## src/rtl/mem_arb_pkg.sv

```systemverilog
// Shared encodings for the instruction/data SRAM arbiter.
package mem_arb_pkg;

  typedef enum logic [1:0] {
    ST_IDLE   = 2'd0,
    ST_ACCESS = 2'd1,
    ST_RESP   = 2'd2
  } arb_state_e;

  typedef enum logic {
    GNT_IF = 1'b0,
    GNT_D  = 1'b1
  } arb_gnt_e;

  // Same polarity as the core's `READ / `WRITE macros.
  localparam logic RW_READ  = 1'b0;
  localparam logic RW_WRITE = 1'b1;

endpackage

```

## src/rtl/arb_wait_timer.sv

```systemverilog
// Loadable down-counter that times one SRAM access; last_o marks the final access cycle.
module arb_wait_timer #(
  parameter int WAIT_CYCLES = 2,
  parameter int CW          = $clog2(WAIT_CYCLES + 1)
) (
  input  logic clk,
  input  logic rst,
  input  logic load_i,
  input  logic dec_i,
  output logic last_o
);

  logic [CW-1:0] cnt_q, cnt_d;

  always_comb begin
    cnt_d = cnt_q;
    if (load_i)
      cnt_d = CW'(WAIT_CYCLES - 1);
    else if (dec_i && cnt_q != '0)
      cnt_d = cnt_q - 1'b1;
  end

  always_ff @(posedge clk) begin
    if (rst) cnt_q <= '0;
    else     cnt_q <= cnt_d;
  end

  assign last_o = (cnt_q == '0);

endmodule

```

## src/rtl/mem_bus_arbiter.sv

```systemverilog
// Round-robin arbiter sharing one fixed-latency single-port SRAM between fetch and MEM data ports.
module mem_bus_arbiter
  import mem_arb_pkg::*;
#(
  parameter int DW          = 32,
  parameter int AW          = 32,
  parameter int WAIT_CYCLES = 2
) (
  input  logic          clk,
  input  logic          rst,
  input  logic          if_req,
  input  logic [AW-1:0] if_addr,
  output logic [DW-1:0] if_rdata,
  output logic          if_ack,
  input  logic          d_req,
  input  logic          d_we,
  input  logic [3:0]    d_sel,
  input  logic [AW-1:0] d_addr,
  input  logic [DW-1:0] d_wdata,
  output logic [DW-1:0] d_rdata,
  output logic          d_ack,
  output logic          stall_req,
  output logic          sram_ce,
  output logic          sram_we,
  output logic [3:0]    sram_be,
  output logic [AW-1:0] sram_addr,
  output logic [DW-1:0] sram_wdata,
  input  logic [DW-1:0] sram_rdata
);

  if (WAIT_CYCLES < 1) begin : g_bad_wait
    $error("mem_bus_arbiter: WAIT_CYCLES must be >= 1");
  end

  arb_state_e    state_q, state_d;
  arb_gnt_e      gnt_q, gnt_d, last_q, last_d;
  logic          lat_en, tmr_last, in_acc;
  logic [AW-1:0] addr_q;
  logic          we_q;
  logic [3:0]    be_q;
  logic [DW-1:0] wdata_q, if_rdata_q, d_rdata_q;

  arb_wait_timer #(.WAIT_CYCLES(WAIT_CYCLES)) u_timer (
    .clk    (clk),
    .rst    (rst),
    .load_i (lat_en),
    .dec_i  (in_acc),
    .last_o (tmr_last)
  );

  assign in_acc = (state_q == ST_ACCESS);

  always_comb begin
    state_d = state_q;
    gnt_d   = gnt_q;
    last_d  = last_q;
    lat_en  = 1'b0;
    case (state_q)
      ST_IDLE: begin
        if (d_req || if_req) begin
          // On contention the port that lost last time wins.
          if (d_req && if_req) gnt_d = (last_q == GNT_IF) ? GNT_D : GNT_IF;
          else                 gnt_d = d_req ? GNT_D : GNT_IF;
          last_d  = gnt_d;
          lat_en  = 1'b1;
          state_d = ST_ACCESS;
        end
      end
      ST_ACCESS: if (tmr_last) state_d = ST_RESP;
      ST_RESP:   state_d = ST_IDLE;
      default:   state_d = ST_IDLE;
    endcase
  end

  always_ff @(posedge clk) begin
    if (rst) begin
      state_q    <= ST_IDLE;
      gnt_q      <= GNT_IF;
      last_q     <= GNT_IF;
      addr_q     <= '0;
      we_q       <= RW_READ;
      be_q       <= '0;
      wdata_q    <= '0;
      if_rdata_q <= '0;
      d_rdata_q  <= '0;
    end else begin
      state_q <= state_d;
      gnt_q   <= gnt_d;
      last_q  <= last_d;
      if (lat_en) begin
        if (gnt_d == GNT_D) begin
          addr_q  <= d_addr;
          we_q    <= d_we;
          be_q    <= d_sel;
          wdata_q <= d_wdata;
        end else begin
          addr_q  <= if_addr;
          we_q    <= RW_READ;
          be_q    <= 4'b1111;
          wdata_q <= '0;
        end
      end
      // Read data is valid only in the final access cycle.
      if (in_acc && tmr_last && we_q == RW_READ) begin
        if (gnt_q == GNT_D) d_rdata_q  <= sram_rdata;
        else                if_rdata_q <= sram_rdata;
      end
    end
  end

  assign sram_ce    = in_acc;
  assign sram_we    = in_acc & we_q;
  assign sram_be    = in_acc ? be_q    : '0;
  assign sram_addr  = in_acc ? addr_q  : '0;
  assign sram_wdata = in_acc ? wdata_q : '0;

  assign if_ack   = (state_q == ST_RESP) && (gnt_q == GNT_IF);
  assign d_ack    = (state_q == ST_RESP) && (gnt_q == GNT_D);
  assign if_rdata = if_rdata_q;
  assign d_rdata  = d_rdata_q;

  assign stall_req = ~rst & ((d_req & ~d_ack) | (if_req & ~if_ack));

endmodule

```

## config.mk

```make
export PLATFORM = sky130hd
export DESIGN_NAME = mem_bus_arbiter
export DESIGN_NICKNAME = d
export VERILOG_FILES = /design/src/rtl/mem_arb_pkg.sv /design/src/rtl/arb_wait_timer.sv /design/src/rtl/mem_bus_arbiter.sv
export SDC_FILE = /design/constraint.sdc
export NUM_CORES = 1
export LEC_CHECK = 0
export CORE_MARGIN = 3
export CORE_UTILIZATION = 40
export DETAILED_ROUTE_END_ITERATION = 10
export GPL_TIMING_DRIVEN = 0
export PLACE_DENSITY_LB_ADDON = 0.12
export SKIP_LAST_GASP = 1
export SYNTH_ARGS = -nofsm -noshare
export SYNTH_HDL_FRONTEND = slang
export SYNTH_HIERARCHICAL = 1
export SYNTH_SLANG_ARGS = --single-unit
export TNS_END_PERCENT = 1
```

## constraint.sdc

```tcl
create_clock -name clk -period 2.25 [get_ports clk]
set_clock_uncertainty 0.15 [all_clocks]
set_input_delay 0.45 -clock clk [delete_from_list [all_inputs] [get_ports clk]]
set_output_delay 0.45 -clock clk [all_outputs]
set_load 0.01 [all_outputs]
```

==> results of run 1 <==
## through the flow
step	TNS, ns	hold WS, ns	util [%]	setup WS, ns
finish	-0.399	0.320	64.9	-0.0453
global route	-5.04	0.330	64.9	-0.121
CTS	-6.75	0.321	65.3	-0.200
detailed placement	-79.11	0.298	61.5	-0.978
global placement	-74.71	0.297	61.5	-0.961
floorplan	0	0.284	-	0.329
## cells in the final DEF (no fill, tap or decap), drive strengths merged, types with 6 or more instances in the layout
cell type / netlist / routed
a21oi: 39 / 39
a22o: 33 / 33
and2: 71 / 71
buf: 17 / 22
clkbuf: 43 / 73
clkdlybuf4s15: 0 / 7
clkdlybuf4s50: 0 / 200
clkinv: 0 / 7
dfxtp: 139 / 139
dlygate4sd2: 0 / 50
inv: 5 / 6
mux2i: 64 / 64
nand2b: 97 / 97
nor3: 75 / 75
nor4: 32 / 32
## kinds of logic (layout without fill, tap and decap cells)
kind of cell | Yosys count | in the layout
DFF | 139 | 139
AOI/OAI and AO/OA | 77 | 77
adders and majority gates | 1 | 1
buffers and inverters | 65 | 369
and+or+nand+nor | 292 | 292
muxes | 64 | 64
## synthesized netlist by cell type
cell type    n  share of area [%]
dfxtp_1    139                 46
nand2b_1    97                 10
nor3_1      73                6.1
and2_1      71                7.4
mux2i_1     64                 11
clkbuf_1    43                2.7
a21oi_1     39                3.2
a22o_1      33                4.8
nor4_1      32                3.3
buf_6        7                1.3
buf_2        6               0.50
inv_1        5               0.31
nor2_1       5               0.31
buf_1        4               0.25
nor2b_1      3               0.31
and3b_1      2               0.29
or3b_1       2               0.29
a2111oi_4    1               0.46
a211oi_1     1               0.12
a22oi_1      1               0.12
a311oi_1     1               0.15
ha_1         1               0.21
nand3b_1     1               0.12
nor3_2       1               0.17
nor3_4       1               0.27
nor3b_1      1               0.12
nor4bb_1     1               0.17
o22ai_1      1               0.10
or2_2        1               0.10
or3b_2       1               0.15
## flip-flops by register name, summed over array words and instances (netlist names), named ones only
name,cells
addr_q,32
be_q,4
d_rdata,32
if_rdata,32
last_q,1
state_q,2
u_timer/cnt_q,2
wdata_q,32
we_q,1
## worst max-delay path by stage
stage	end	slack (ns)	cells after the start
after CTS	sram_we	-0.20	6
after global placement	stall_req	-0.96	5
final	sram_addr[7]	-0.05	5
after detailed placement	stall_req	-0.98	5
after floorplan	u_timer/cnt_q[0]	0.33	6
after global routing	sram_wdata[8]	-0.12	6
## routing by layer
| layer | track usage (%) | vias to the layer above |
|---|---|---|
| met5 | 0 | - |
| met4 | 8.89 | 0 |
| met3 | 5.65 | 35 |
| met2 | 39.0 | 224 |
| met1 | 26.3 | 2699 |
| li1 | - | 2803 |
## power by group through the flow
stage | clock network [mW] | registers (mW) | logic (mW)
2_1_floorplan | 0 | 2.81 | 0.647
3_3_place_gp | 0 | 2.80 | 1.29
3_5_place_dp | 0 | 2.81 | 1.32
4_1_cts | 2.65 | 2.76 | 1.32
5_1_grt | 2.75 | 2.78 | 1.43
6_report | 2.61 | 2.76 | 1.32
## repair_timing
| item | CTS | global route |
|---|---|---|
| gates resized for setup | 112 | 32 |
| setup buffers | 1 | 0 |
| endpoints found under the setup margin | 103 | 108 |
## layout make-up
class,instances,area [sq um]
Inverter,5,18.8
Clock buffer,20,457
Clock inverter,11,96.3
Buffer,59,355
Fill cell,1201,5130
Multi-Input combinational cell,434,2960
Sequential cell,139,2790
Tap cell,184,230
Timing Repair Buffer,274,2610
## critical path, cell delays in order, from the launching register on
cell,delay (ns)
dfxtp_4,0.37
nor2b_4,0.15
buf_8,0.14
clkbuf_4,0.18
and2_1,0.15
dlygate4sd2_1,0.29
==> results.yml, run 1 <==
outcome:
  status: "complete, but fails checks"
  violations: "setup timing"
drt:
  ant_nets: 0
  dr_wl_met3_mm: 1.15
  viasPerCell: 5.12
  drt_iter0_markers: 272
  wl_mm: 19.1
  wl_met1_mm: 7.90
  dr_wl_met2_mm: 9.59
  highest_layer: "met4"
  wire_per_inst_um: 17.0
  drc_errors: 0
  dr_total_vias: 5761
  drtPass1Iterations: 4
critical_path:
  crit_arrival_ns: 1.70
  worstPathRequired_ns: 1.65
  critical_path.max_fanout: 10
  crit_path_start: "state_q[0]"
  worst-r2r-cell-count: 6
  r2r-start: "u_timer/cnt_q[1]"
  path_class: "flop to primary output"
  critPathCaptureType: "primary output"
  cp-start-kind: "flop"
  crit-reg2reg-capture: "if_rdata[3]"
  r2r_slack_ns: 0.23
global_routing:
  overflow: 0
  grt_pass1_vias: 5966
  grt_pass1_wl_mm: 29.6
  grt.total_usage_pct: 22.4
  antenna_found_initial: 0
  grt_max_degree: 20
power:
  p_comb_share_pct: 19.7
  switching_share_pct: 26.4
  p_sw_mw: 1.77
  powerDensity_nw_per_um2: 704
  seq_power_share_pct: 41.3
  p_leak_nw: 3.99
  p_int_mw: 4.92
  vdd_drop_max_mv: 0.513
  clockPowerShare_pct: 39.0
  p_total_mw: 6.69
yosys:
  syn_area_sq_um: 6040
  yosysUniqueCellTypes: 30
  synth_nets: 776
  synth.area.mux_share_pct: 10.6
  synth_compound_area_share_pct: 8.97
  avgSynthCellArea_sq_um: 9.46
  synth_xor_area_share_pct: 0
  synth_top_family_by_area: "simple AND/OR/NAND/NOR gates"
  synthAdderAreaFrac_pct: 0.207
  synth-simple-area-share_pct: 29.1
  synth_warnings: 6
  ys_seq_area_share_pct: 46.1
  synth-seq-cells: 139
  syn-instance-count: 638
floorplan:
  die_h_um: 129
  die_area_sq_um: 16600
  die_x_um: 129
  io_pins: 274
  num_rows: 44
  initial_utilization_pct: 41.2
  coreArea_sq_um: 14600
timing:
  fin_crit_ns: 2.30
  fin_crit_sh_pct: 102
  max_freq_mhz: 436
  timing.final.ws_setup_ns: -0.0453
  slew-limit-headroom_pct: 63.7
  finalMaxSlewViolations: 0
  hold_violations: 0
  tightestPinTransition_ns: 0.544
  rsz0062_at_grt: "yes"
  setup_viol: 18
cts:
  cts_tree: "built"
  holdBufCountCts: 0
  clk_path_buf_depth: 2
  cts_max_level: 4
  numCtsBuffers: 17
  clock-sinks: 139
  clk-insertion-delay-late_ns: 0.42
  cts-root-buf: "clkbuf_16"
  cts.clk_slew.worst_paths_ns: 0.06
placement:
  place_congestion: 0.881
  dp_cells: 1095
  placed_cell_area_sq_um: 9000
  portBuffers: 273
  dpl.hpwl_mm: 14.6
min_path:
  worstHoldStart: "wdata_q[12]"
  hold_depth: 1
  whs_endpoint: "wdata_q[12]"
  hold_path_class: "flop to flop"
cells_and_area:
  finalInstanceArea_sq_um: 9510
  antenna-diode-count: 0
  area_delta_synth_final_pct: 57.5
  drive_gt1_share_pct: 8.17
  fin_nets: 1068
  fin_cells: 1126
flow_run:
  cap_viol_max_count: 0
Note: power is estimated with default switching activity, not from simulation.
==> run 2: changes to the inputs <==
--- a/config.mk
+++ b/config.mk
@@ -13,6 +13,5 @@
 export SKIP_LAST_GASP = 1
 export SYNTH_ARGS = -nofsm -noshare
 export SYNTH_HDL_FRONTEND = slang
-export SYNTH_HIERARCHICAL = 1
 export SYNTH_SLANG_ARGS = --single-unit
 export TNS_END_PERCENT = 1
==> results.yml, run 2 <==
outcome:
  status: "complete, but fails checks"
  violations: "setup timing"
yosys:
  synthAdderAreaFrac_pct: 0.231
  synth-edff-count: 0
  synth_xor_area_share_pct: 0.162
  synth_warnings: 0
  synth_commonest_cells: "dfxtp_1, nand2_1, and2_1"
  synthMostInstantiatedCell: "dfxtp_1"
  synth_top_family_by_area: "simple AND/OR/NAND/NOR gates"
  async_reset_ff_share_pct: 0
  synth_top_area_share_pct: 51.4
  syn-instance-count: 592
  avgSynthCellArea_sq_um: 9.15
  ys_seq_area_share_pct: 51.4
  yosysTopAreaCell: "dfxtp_1"
  syn_area_sq_um: 5420
  synthFlopType: "dfxtp_1"
  synth.area.mux_share_pct: 6.10
  synth_nets: 730
  synth-seq-cells: 139
  netlist_top_cells_area: "dfxtp_1, nand2_1, and2_1"
  synth_compound_area_share_pct: 17.4
  yosysUniqueCellTypes: 31
  synth-simple-area-share_pct: 20.4
cts:
  clk_path_buf_depth: 2
  numCtsBuffers: 17
  clock-sinks: 139
  cts_tree: "built"
  cts_max_level: 4
  cts.clk_slew.worst_paths_ns: 0.06
  cts-root-buf: "clkbuf_16"
  clk-insertion-delay-late_ns: 0.41
timing:
  setup_viol: 30
  tightestPinTransition_ns: 0.559
  fin_crit_ns: 2.31
  rsz0062_at_grt: "yes"
  finalMaxSlewViolations: 0
  max_freq_mhz: 432
  slew-limit-headroom_pct: 62.5
  hold_violations: 0
  timing.final.ws_setup_ns: -0.0634
  fin_crit_sh_pct: 103
global_routing:
  overflow: 0
  antenna_found_initial: 0
  grt_pass1_wl_mm: 26.7
  grt_pass1_vias: 5393
  grt.total_usage_pct: 22.8
  grt_max_degree: 17
critical_path:
  crit_arrival_ns: 1.71
  worstPathRequired_ns: 1.65
  path_class: "flop to primary output"
  critical_path.max_fanout: 10
  critPathCaptureType: "primary output"
  cp-start-kind: "flop"
cells_and_area:
  fin_nets: 1026
  fill_cells: 1021
  area_delta_synth_final_pct: 66.9
  finalInstanceArea_sq_um: 9040
  seq_area_sq_um: 2790
  multi_input_area_sq_um: 2420
  final_cell_mix: "clkdlybuf4s50_1, dfxtp_1, nand2_1"
  drive_gt1_share_pct: 12.7
  antenna-diode-count: 0
  final_common_cell: "clkdlybuf4s50_1"
  fin_cells: 1072
power:
  p_comb_share_pct: 18.8
  seq_power_share_pct: 38.1
  clockPowerShare_pct: 43.1
  powerDensity_nw_per_um2: 812
  p_total_mw: 7.34
  switching_share_pct: 24.5
  p_int_mw: 5.54
  vdd_drop_max_mv: 0.481
  p_leak_nw: 3.67
  p_sw_mw: 1.80
placement:
  pre_cts_ws_ns: -0.472
  portBuffers: 272
  dp_cells: 1036
  dpl.hpwl_mm: 13.3
  placed_cell_area_sq_um: 8350
  place_congestion: 0.795
drt:
  dr_total_vias: 5275
  drtPass1Iterations: 5
  drt_iter0_markers: 255
  viasPerCell: 4.92
  ant_nets: 0
  wl_mm: 17.4
  wire_per_inst_um: 16.3
  drc_errors: 0
floorplan:
  die_area_sq_um: 15000
  die_x_um: 122
  die_h_um: 122
  num_rows: 41
  io_pins: 274
  initial_utilization_pct: 41.9
  coreArea_sq_um: 12900
flow_run:
  cap_viol_max_count: 0
min_path:
  hold_path_class: "flop to flop"
[run 2: worst max-delay path, stage by stage, from the launching register on]
cell and delay, ns:
dfxtp_4 0.35, nor2b_4 0.12, clkbuf_8 0.14, buf_4 0.15, clkbuf_8 0.15, and2_1 0.16
clkdlybuf4s15_2 0.23
[run 2: kinds of logic after synthesis]
kind of cell	Yosys count
AOI/OAI and AO/OA	134
xor gates and xnor gates	1
adders and majority gates	1
buffers and inverters	52
DFF	139
muxes	33
and+or+nand+nor	232
[run 2: power groups by stage]
stage               Combinational [mW]  Clock, mW  Sequential [mW]
floorplan                        0.647          0             2.84
global placement                  1.32          0             2.83
detailed placement                1.36          0             2.84
CTS                               1.38       3.20             2.80
global route                      1.49       3.33             2.82
finish                            1.38       3.16             2.80
[run 2: path summary, 6_finish.rpt]
path | from | to | slack [ns] | cells after the start
min reg2reg | if_rdata[14] | if_rdata[14] | 0.30 | 2
min | if_rdata[14] | if_rdata[14] | 0.30 | 2
max | state_q[0] | sram_addr[8] | -0.06 | 6
max reg2reg | state_q[0] | addr_q[28] | 0.19 | 6
[run 2: cell type report]
| class | count | share of cell area (%) |
|---|---|---|
| timing repair buffer | 277 | 29.1 |
| buffer | 48 | 3.24 |
| clock buffer | 19 | 5.01 |
| inverter | 4 | 0.166 |
| clock inverter | 12 | 2.42 |
| tap | 172 | 2.38 |
| multi-input combinational | 401 | 26.8 |
| sequential | 139 | 30.9 |
[run 2: routing by layer]
layer / share of wire [%] / wire length (um) / GRT usage, %
met1: 38 / 6630 / 24.8
met4: 1.8 / 322 / 9.24
met5: 0 / 0 / 0
met3: 8.3 / 1450 / 6.82
met2: 52 / 9020 / 41.2
[run 2: stage by stage]
step / TNS, ns / hold slack (ns) / utilization, %
after global placement: -35.25 / 0.286 / 64.6
after global routing: -5.16 / 0.319 / 69.9
after detailed placement: -38.13 / 0.290 / 64.6
final: -1.52 / 0.303 / 69.9
after CTS: -7.47 / 0.304 / 70.7
after floorplan: 0 / 0.274 / -
[run 2: what timing repair did]
item / CTS / global route
setup buffers: 2 / 3
endpoints found under the setup margin: 83 / 122
gates cloned: 0 / 0
endpoints found under the hold margin: 0 / 0
resized for setup: 183 / 29
hold buffers: 0 / 0
==> edit, RTL diff (settings of run 1) <==
Reset style: asynchronous (`rst`), changed in 2 clocked blocks.
--- a/src/rtl/arb_wait_timer.sv
+++ b/src/rtl/arb_wait_timer.sv
@@ -21,5 +21,5 @@
   end
 
-  always_ff @(posedge clk) begin
+  always_ff @(posedge clk or posedge rst) begin
     if (rst) cnt_q <= '0;
     else     cnt_q <= cnt_d;
--- a/src/rtl/mem_bus_arbiter.sv
+++ b/src/rtl/mem_bus_arbiter.sv
@@ -73,5 +73,5 @@
   end
 
-  always_ff @(posedge clk) begin
+  always_ff @(posedge clk or posedge rst) begin
     if (rst) begin
       state_q    <= ST_IDLE;
Check against the original RTL: differs if rst is asserted again (counterexample within 4 cycles, from zero or initial values and one cycle with rst high); with rst held inactive, the same outputs for 10 cycles.
==> edit against run 1 <==
  * The run still ends with setup timing left
  * Cell area grew 1.2%
  * Synthesized area shrank 2.0%
  * Global-route usage shrank 1.0 points
  * Critical endpoint is now sram_wdata[4]
  * Worst setup slack lost 0.024 ns
  * Routed wire length shrank 10%
  * Sequential cell count is the same
  * First-iteration DRC count shrank 14%
Power is not compared: it rests on default switching activity, and its combinational part moved more than twofold at a synthesized area within 25%.
==> edit: results (changes against run 1) <==
Worst setup path:
- The delay contributed by the slowest stage of the critical path was 0.39 ns (+0.02 ns).
- The worst register-to-register path ends at if_rdata[15]$_DFFE_PP0P_.
- The last element of the critical path is sram_wdata[4].
- The slowest cell on the critical path is sky130_fd_sc_hd__dfrtp_1.
- The data arrival time of the worst path came to 1.72 ns (+0.02 ns).
- The setup slack of the most critical reg-to-reg path came to 0.01 ns (-0.22 ns).

Synthesis:
- The fraction of registers with async set or reset after synthesis is 100.0% (+100 points).
- The portion of the post-synthesis area used by sequential elements is 58.80% (+13 points).
- In the post-synthesis netlist, the biggest area contributors are sky130_fd_sc_hd__dfrtp_1 (59%), sky130_fd_sc_hd__mux2_2 (12%), sky130_fd_sc_hd__and2_1 (7.6%).
- The mux contribution to synthesized area came to 12.35% (+1.7 points).
- The number of standard cells after synthesis is 443 (-31%).
- The synthesized-area fraction occupied by adder cells is 0.2115% (+0.0043 points).
- The complex-gate fraction of the synthesized area came to 12.10% (+3.1 points).
- The number of nets in the synthesized netlist is 581 (-25%).
- The commonest cells after synthesis are sky130_fd_sc_hd__dfrtp_1 (139), sky130_fd_sc_hd__and2_1 (72), sky130_fd_sc_hd__mux2_2 (64).
- The most used flip-flop cell after synthesis is sky130_fd_sc_hd__dfrtp_1.

Placement:
- The HPWL after detailed placement is 12820 µm (-12%).
- The weighted congestion reported at the end of routability-driven placement was 0.7811 (-11%).

Final layout:
- The fraction of layout instances using a drive strength above 1 is 21.45% (+13 points).
- The count of placed standard cells in the final layout, fillers left out is 940 (-17%).
- The number of nets in the final layout came to 885 (-17%).
- The fill cell total of the finished layout is 1114 (-7.2%).

STA:
- The final setup violation count is 54 (+36).
- The setup total negative slack was -2.032 ns (-1.632 ns).
- The measured slew at the worst slew-check pin is 0.6727 ns (+0.1285 ns).
- The post-layout worst setup margin is -0.06896 ns (-0.02368 ns).

Routing:
- The number of DRC violations after detailed-routing iteration 0 is 235 (-14%).
- The routed wire length is 17140 µm (-10%).

Outcome:
- The final reports fail on setup timing.
- The flow ran to the end, but the final reports show violations.

Global routing:
- The via count of the first global-routing pass was 5208 (-13%).
- The largest net degree at the start of global routing is 46 (+130%).
- The global-route usage over all layers is 21.36% (-1.0 points).
- The wire length of the first global-routing pass was 27390 µm (-7.5%).

Min path:
- The worst min-delay path class is in -> async.
-- edit: metal layers --
metal / GRT usage, % / part of all wire (%)
met1: 26.34 / 41
met2: 36.08 / 49
met3: 6.104 / 7.8
met4: 7.366 / 2.0
met5: 0 / 0
-- edit: worst min path at each step --
stage                                               to                    start  slack, ns  depth (start not counted)
after global placement         wdata_q[28]$_DFFE_PP0P_  wdata_q[28]$_DFFE_PP0P_       0.33                          1
final                           state_q[0]$_DFFE_PP0P_                      rst       0.19                          3
after floorplan           u_timer/cnt_q[0]$_DFFE_PP0P_                      rst       0.04                          1
after global routing                  we_q$_DFFE_PP0P_                      rst       0.21                          3
after detailed placement       wdata_q[23]$_DFFE_PP0P_  wdata_q[23]$_DFFE_PP0P_       0.33                          1
after CTS                      wdata_q[25]$_DFFE_PP0P_                      rst       0.18                          3
-- edit: cell type report --
type                       count  area (µm²)  area share [%]
timing repair inverter         2       12.51          0.1300
sequential                   139        3481           36.17
timing repair buffer         283        2763           28.71
tap                          180       225.2           2.340
clock inverter                11       168.9           1.755
multi-input combinational    264        2276           23.65
clock buffer                  21       450.4           4.681
buffer                        32       207.7           2.158
inverter                       8       38.79          0.4031
-- edit: power by group --
group / total (mW) / leakage [nW] / internal [mW] / switching, mW
combinational: 6.39 / 2.28 / 3.68 / 2.71
sequential: 4.28 / 1.65 / 3.67 / 0.608
clock: 2.91 / 0.301 / 1.88 / 1.03
total: 13.6 / 4.24 / 9.23 / 4.35
-- edit: critical path: cells and delay by family (launching register included) --
kind | cells | cell delay [ns]
buffers and inverters | 3 | 0.57
DFF | 1 | 0.39
and+or+nand+nor | 2 | 0.35
-- edit: cell families (layout without fill, tap and decap cells) --
family,after synthesis,count (layout)
fa+ha+maj,1,1
mux,65,65
buf+inv,40,357
compound gates,74,74
flops,139,139
simple gates,124,124
-- edit: repair_timing --
| action | CTS | global route |
|---|---|---|
| hold buffers | 1 | 0 |
| hold endpoints to repair | 2 | 0 |
| setup endpoints to repair | 74 | 94 |
| buffers inserted | 5 | 1 |
| cloned | 2 | 0 |
| gates resized for setup | 98 | 13 |
-- edit: metrics by stage --
step	setup WS [ns]	area [µm²]	power [mW]
global route	-0.1505	9623	14.41
global placement	-3.074	8877	10.72
finish	-0.06896	9623	13.58
CTS	-0.09919	9597	13.69
floorplan	-1.237	5919	7.443
detailed placement	-1.064	8937	10.93
